==> config.mk <==
export PLATFORM = sky130hd
export DESIGN_NAME = sd_cmd_seq
export DESIGN_NICKNAME = d
export VERILOG_FILES = /design/src/rtl/sd_cmd_seq.sv
export SDC_FILE = /design/constraint.sdc
export NUM_CORES = 1
export LEC_CHECK = 0
export BUFFER_PORTS_ARGS = -buffer_cell sky130_fd_sc_hd__buf_2
export CORE_ASPECT_RATIO = 0.9
export CORE_MARGIN = 2
export CORE_UTILIZATION = 40
export DETAILED_ROUTE_END_ITERATION = 10
export GPL_ROUTABILITY_DRIVEN = 1
export PLACE_DENSITY = 0.74
export SYNTH_ARGS = -nofsm -noshare
export SYNTH_HDL_FRONTEND = slang
export SYNTH_SLANG_ARGS = --single-unit
==> constraint.sdc <==
create_clock -name clk -period 2.1 [get_ports clk]
set_input_delay 0 -clock clk [delete_from_list [all_inputs] [get_ports clk]]
set_output_delay 0 -clock clk [all_outputs]
set_load 0.03 [all_outputs]
==> src/rtl/sd_cmd_seq.sv <==
// SD-card SPI-mode command sequencer: frames a 6-byte command, polls for R1
// with a bounded retry count, sends one gap byte, and owns chip select.
module sd_cmd_seq #(
  parameter int unsigned POLL_MAX = 8
) (
  input  logic        clk,
  input  logic        rst,
  input  logic        cmd_start,
  input  logic [5:0]  cmd_idx,
  input  logic [31:0] cmd_arg,
  input  logic [6:0]  cmd_crc,
  output logic        busy,
  output logic        done,
  output logic [7:0]  resp,
  output logic        timeout,
  output logic [7:0]  spi_tx,
  output logic        spi_start,
  input  logic        spi_done,
  input  logic [7:0]  spi_rx,
  output logic        sd_cs_n
);

  typedef enum logic [3:0] {
    IDLE, SETUP, SEND, WAIT_TX, POLL, WAIT_POLL, GAP, WAIT_GAP, FIN
  } state_t;

  state_t      state, next;
  logic [47:0] frame;
  logic [2:0]  k;
  logic [7:0]  poll_cnt;
  logic        poll_last;

  assign poll_last = (poll_cnt == 8'(POLL_MAX));

  always_comb begin
    next = state;
    unique case (state)
      IDLE:      if (cmd_start) next = SETUP;
      // SETUP also launches byte 0 so the first strobe lands two cycles after cmd_start.
      SETUP:     next = WAIT_TX;
      SEND:      next = WAIT_TX;
      WAIT_TX:   if (spi_done) next = (k == 3'd5) ? POLL : SEND;
      POLL:      next = WAIT_POLL;
      WAIT_POLL: if (spi_done) next = (!spi_rx[7] || poll_last) ? GAP : POLL;
      GAP:       next = WAIT_GAP;
      WAIT_GAP:  if (spi_done) next = FIN;
      FIN:       next = IDLE;
      default:   next = IDLE;
    endcase
  end

  always_ff @(posedge clk or posedge rst) begin
    if (rst) begin
      state     <= IDLE;
      busy      <= 1'b0;
      done      <= 1'b0;
      resp      <= '1;
      timeout   <= 1'b0;
      spi_tx    <= '1;
      spi_start <= 1'b0;
      sd_cs_n   <= 1'b1;
      frame     <= '1;
      k         <= '0;
      poll_cnt  <= '0;
    end else begin
      state     <= next;
      spi_start <= (state == SETUP) || (state == SEND) || (state == POLL) || (state == GAP);
      done      <= (next == FIN);
      busy      <= (next != IDLE) && (next != FIN);
      sd_cs_n   <= (next == IDLE) || (next == FIN);
      unique case (state)
        IDLE: begin
          if (cmd_start) begin
            frame   <= {2'b01, cmd_idx, cmd_arg, cmd_crc, 1'b1};
            resp    <= '1;
            timeout <= 1'b0;
            k       <= '0;
          end
        end
        SETUP, SEND: spi_tx <= frame[47:40];
        WAIT_TX: begin
          if (spi_done) begin
            frame    <= {frame[39:0], 8'hFF};
            k        <= k + 3'd1;
            poll_cnt <= '0;
          end
        end
        POLL: begin
          spi_tx   <= '1;
          poll_cnt <= poll_cnt + 8'd1;
        end
        WAIT_POLL: begin
          if (spi_done) begin
            if (!spi_rx[7]) begin
              resp <= spi_rx;
            end else if (poll_last) begin
              timeout <= 1'b1;
              resp    <= '1;
            end
          end
        end
        GAP:     spi_tx <= '1;
        default: ;
      endcase
    end
  end

endmodule

* Word level (Yosys, flattened, before mapping)
Index checks and enable logic that the tools add are counted.
** Word-level totals
- Memory bits (read-only) :: 0
- Memory bits (writable) :: 0
- Latch bits :: 0
- Memories :: 0
- Bits in registers :: 84
- Output and inout bits :: 21
** Operators by class
- Bitwise gates (word level) :: 0
- Shift operators :: 0
- Eq/ne operators :: 17
- Order comparisons :: 0
- Multipliers :: 0
- Add/sub/neg operators :: 2
- Reductions and logical operators :: 20
- Div/mod/pow operators :: 0
- Muxes and demuxes :: 26
** Operators with widths (count)
- 2-to-1 mux 48 bit :: 2
- one-hot mux 48 bit (2 select lines) :: 1
- one-hot mux 8 bit (2 select lines) :: 3
- 2-to-1 mux 8 bit :: 5
- one-hot mux 4 bit (7 select lines) :: 1
- == test 4 x 3 -> 1 bit, second input constant :: 4
- 2-to-1 mux 4 bit :: 4
- != test 2 bit, second input constant :: 5
- 2-to-1 mux 3 bit :: 3
- adder 8 x 1 -> 8 bit, second input constant :: 1
- == test 4 x 2 -> 1 bit, second input constant :: 2
- == test 8 x 4 -> 1 bit, second input constant :: 1
- zero test 4 bit :: 2
- nonzero test 2 bit :: 4
- one-hot mux 3 bit (2 select lines) :: 1
- logical OR 1 bit :: 5
- AND reduction 5 bit :: 1
- == test 4 x 1 -> 1 bit, second input constant :: 1
- == test 4 bit, second input constant :: 1
- 2-to-1 mux 1 bit :: 4
- != test 4 bit, second input constant :: 1
- AND reduction 4 bit :: 1
- nonzero test 4 bit :: 1
- OR reduction 2 bit :: 2
- other kinds (9) :: 9

* Longest topological paths before layout
- Depth after elaboration :: 7
- Gate-level depth with buffers :: 7
- Gate-level depth less buffers :: 6

* Worst setup path before layout
OpenSTA, ideal clock, no wires.
- Path type :: flip-flop to flip-flop
- Start :: register poll_cnt[0]
- End :: register resp[0]
- Data required time :: 2025 ps
- Cell stages (with the launch flop) :: 8
- Arrival time :: 1822 ps
- Path buffers :: 1
- Path slack :: 203 ps
- Setup time :: 75 ps
- Path through :: dfrtp_1 inv_1 ha_1 or4b_4 nor4b_4 o22a_2 buf_6 mux2i_1
** Between the ends
- Cells in the longest elaborated chain, start to end :: 3
** Ends and longest elaborated chain
- start, declared :: RTL line 30 : logic [7:0] poll_cnt;
- start signal, assigned :: RTL line 90 : poll_cnt <= poll_cnt + 8'd1;
- == test 8 x 4 -> 1 bit :: RTL line 33 : assign poll_last = (poll_cnt == 8'(POLL_MAX));
- != test 3 bit (no line)
- AND reduction 4 bit (no line)
- end signal, assigned :: RTL line 95 : resp <= spi_rx;
- end, declared :: RTL line 14 : output logic [7:0] resp,
Every way passes these cells.
A chain may end at the register's enable or synchronous reset.

* Worst setup path after layout
- Start :: register poll_cnt[1]
- End :: register resp[5]
Same word-level chain as after synthesis.

==> metrics.md <==
| Metric | Value |
|---|---|
| Wire length per cell | `13.8 um` |
| Slowest CP cell | `or4b_4` |
| Vias/cell | `4.89` |
| Seq cells post-synth | `83` |
| Die height | `97.6 um` |
| Syn_area_per_cell | `10.8 sq um` |
| Yosys Warn Count | `0` |
| Post-synth top flop | `dfstp_2` |
| Yosys top cell area share | `43.2%` |
| Clk Latency, worst-skew pair | `350 ps` |
| Cell taking the most area after synthesis | `dfstp_2` |
| Horiz. Die Dim | `108 um` |
| CP Buf/Inv Count | `1` |
| Max cap viols | `0` |
| CTS buffer count | `9` |
| Residual DRC | `0` |
| Vias in the first global route | `3139` |
| Post-Place Cells | `552` |
| Maximum VDD drop | `0.879 mV` |
| Drt pass-1 iters | `5` |
| Worst-margin pin slew | `474 ps` |
| Core Rows | `34` |
| Final worst-path cycle share | `91.6%` |
| Top cells by area, synth | `dfstp_2, mux2i_1, dfrtp_1` |
| Total GRT Usage | `17.2%` |
| Global-route wire length before repair | `14600 um` |
| Grt total ovfl | `0` |
| RSZ-0062 raised after global routing | `false` |
| Period minus WS final | `1920 ps` |
| Slowest stage delay, CP | `460 ps` |
| Reg area | `2160 sq um` |
| Post-synthesis cell count | `360` |
| Mapped cell area | `3890 sq um` |
| R2R Setup Slk | `180 ps` |
| Asr flop ratio synth | `100%` |
| CP Launch Type | `flip-flop` |
| Fmax | `520 MHz` |
| Num ports | `78` |
| Antenna cell count | `0` |
| Final setup viols | `0` |
| Area taken by multi-input logic gates | `1600 sq um` |
| Routed Antenna Nets | `0` |
| Pleak | `2.41 nW` |
| Critical path class | `flip-flop to flip-flop` |
| Cell Area, Placed | `4430 sq um` |
| Total power | `7.15 mW` |
| Setup_tns | `0 ps` |
| Largest net degree at the start of global routing | `82` |
| Initial Utilization | `40.7%` |
| Routed WL | `8600 um` |
| # fillers | `817` |
| Min Hold Slack | `56.7 ps` |
| CTS max path bufs | `2` |
| Worst Skew | `9.43 ps` |
| Crit Path Max Fanout | `7` |
| DR vias | `3040` |
| Post-Route Utilization | `54.5%` |
| GPL Wtd Cong | `0.757` |
| Clk Tree Root Cell | `clkbuf_8` |
| Iteration-0 DRC Markers | `89` |
| CTS tree | `done` |
| Initial antenna violation count | `0` |
| Critical path, cell by cell | `inv_1 -> ha_1 -> or4b_4 -> nor4b_4 -> o22a_4 -> mux2i_1` |
| Worst setup EP type | `flip-flop` |
| Post-synth EDFFs | `0` |
| Cell Count, Final, Fillers Out | `622` |
| Slew margin rel. | `68.3%` |
| Most frequent cell after synthesis | `dfstp_2` |
| Buffers on Ports | `77` |
| Die ar. | `10500 sq um` |
| Synth Net Count | `421` |
| CP delay by family, top | `simple AND/OR/NAND/NOR gates` |
| Fraction of layout cells with a size suffix above 1 | `35.3%` |
| Clock transition at path regs | `80 ps` |
| Nets | `552` |
| Pwr Density | `1370 nW/um^2` |
| Worst hold path type | `input port to flip-flop` |
| Final Max Tran Viols | `0` |
| Clock sinks | `83` |
| Final hold violation count | `0` |
| Synth cell count leaders | `dfstp_2, nand2_1, mux2i_1, o21ai_0, dfrtp_1` |
| Data arrival, critical path | `2200 ps` |
| Core Region | `9570 sq um` |
| Data required time of the worst path | `2380 ps` |
| Number of unique standard cell types used by synthesis | `43` |
| Final setup margin | `176 ps` |
| Status | `finished, final reports clean` |
| Detail Placement HPWL | `5520 um` |
| Dpl ws | `120 ps` |
| Layout area overhead | `33.9%` |
| Cell area after layout | `5210 sq um` |
| H-tree depth | `3` |
| Register area share after synthesis | `55.4%` |
==> placed cells by master (no fill, tap or decap), types with 3 or more instances in the layout <==
cell           Yosys  routed
a31oi_1            3       3
nor2b_1            3       3
buf_4              1       7
buf_2              8      77
dlygate4sd3_1      0      54
and3_1             3       3
nand2b_1           3       3
a21oi_1            5       5
nor3_1             3       3
nand3_1            7       7
mux2i_1           51      51
nand2_1           60      60
inv_1             13      12
ha_1               4       4
o21ai_0           51      51
nand4_1            4       4
dfrtp_1           19      19
dfstp_2           64      64
clkbuf_8           0       9
nor2_1            12      12
o22a_1             8       8
xor2_1             3       3
==> registers in the layout, indices dropped and copies added (netlist names) <==
name       flops
busy           1
done           1
frame         47
k              3
poll_cnt       8
resp           8
sd_cs_n        1
spi_start      1
spi_tx         8
state          4
timeout        1
==> routing by layer <==
metal / GRT usage [%] / share of wire [%]
met4: 4.73 / 1.2
met2: 28.9 / 50
met5: 0 / 0
met3: 4.90 / 4.9
met1: 21.6 / 43
==> what timing repair did <==
| item | 4_1_cts | 5_1_grt |
|---|---|---|
| gates resized for setup | 0 | 1 |
| endpoints found under the hold margin | 80 | 0 |
| setup buffers | 0 | 0 |
| endpoints found under the setup margin | 0 | 4 |
| hold buffers | 54 | 0 |
==> path summary, 6_finish.rpt <==
check,startpoint,end,cells past startpoint
setup / recovery,poll_cnt[1],resp[5],6
hold / removal,cmd_start,state[0],3
setup reg to reg,poll_cnt[1],resp[5],6
hold reg to reg,frame[37],frame[37],2
max in group asynchronous,rst,frame[3],4
min in group asynchronous,rst,poll_cnt[2],3
==> power by group <==
group          switching (mW)  total, mW  internal (mW)
Clock                   0.572       1.32          0.746
Combinational            1.64       2.84           1.20
Sequential              0.369       2.99           2.62
Total                    2.58       7.15           4.56
==> final cells by class <==
cell class	instances	area share (%)
sequential	83	41.4
clock inverter	5	1.54
timing repair buffer	140	19.5
clock buffer	11	2.93
tap	126	3.02
multi-input combinational	244	30.6
inverter	13	0.960
==> kinds of logic (layout without fill, tap and decap cells) <==
family,after synthesis,in the layout,share of synthesized area [%]
multiplexers,51,51,13.1
AND/OR/NAND/NOR,107,107,13.7
buffers and inverters,33,169,3.73
AO/OA/AOI/OAI,79,79,12.1
adder cells (fa/ha/maj),4,4,1.29
XOR/XNOR,3,3,0.675
flip-flops,83,83,55.4
==> worst min-delay path, cell delays in order <==
cell and delay, ps:
buf_2 130, o41ai_1 70, nor2_1 150
Power figures use the tool's default switching activity.
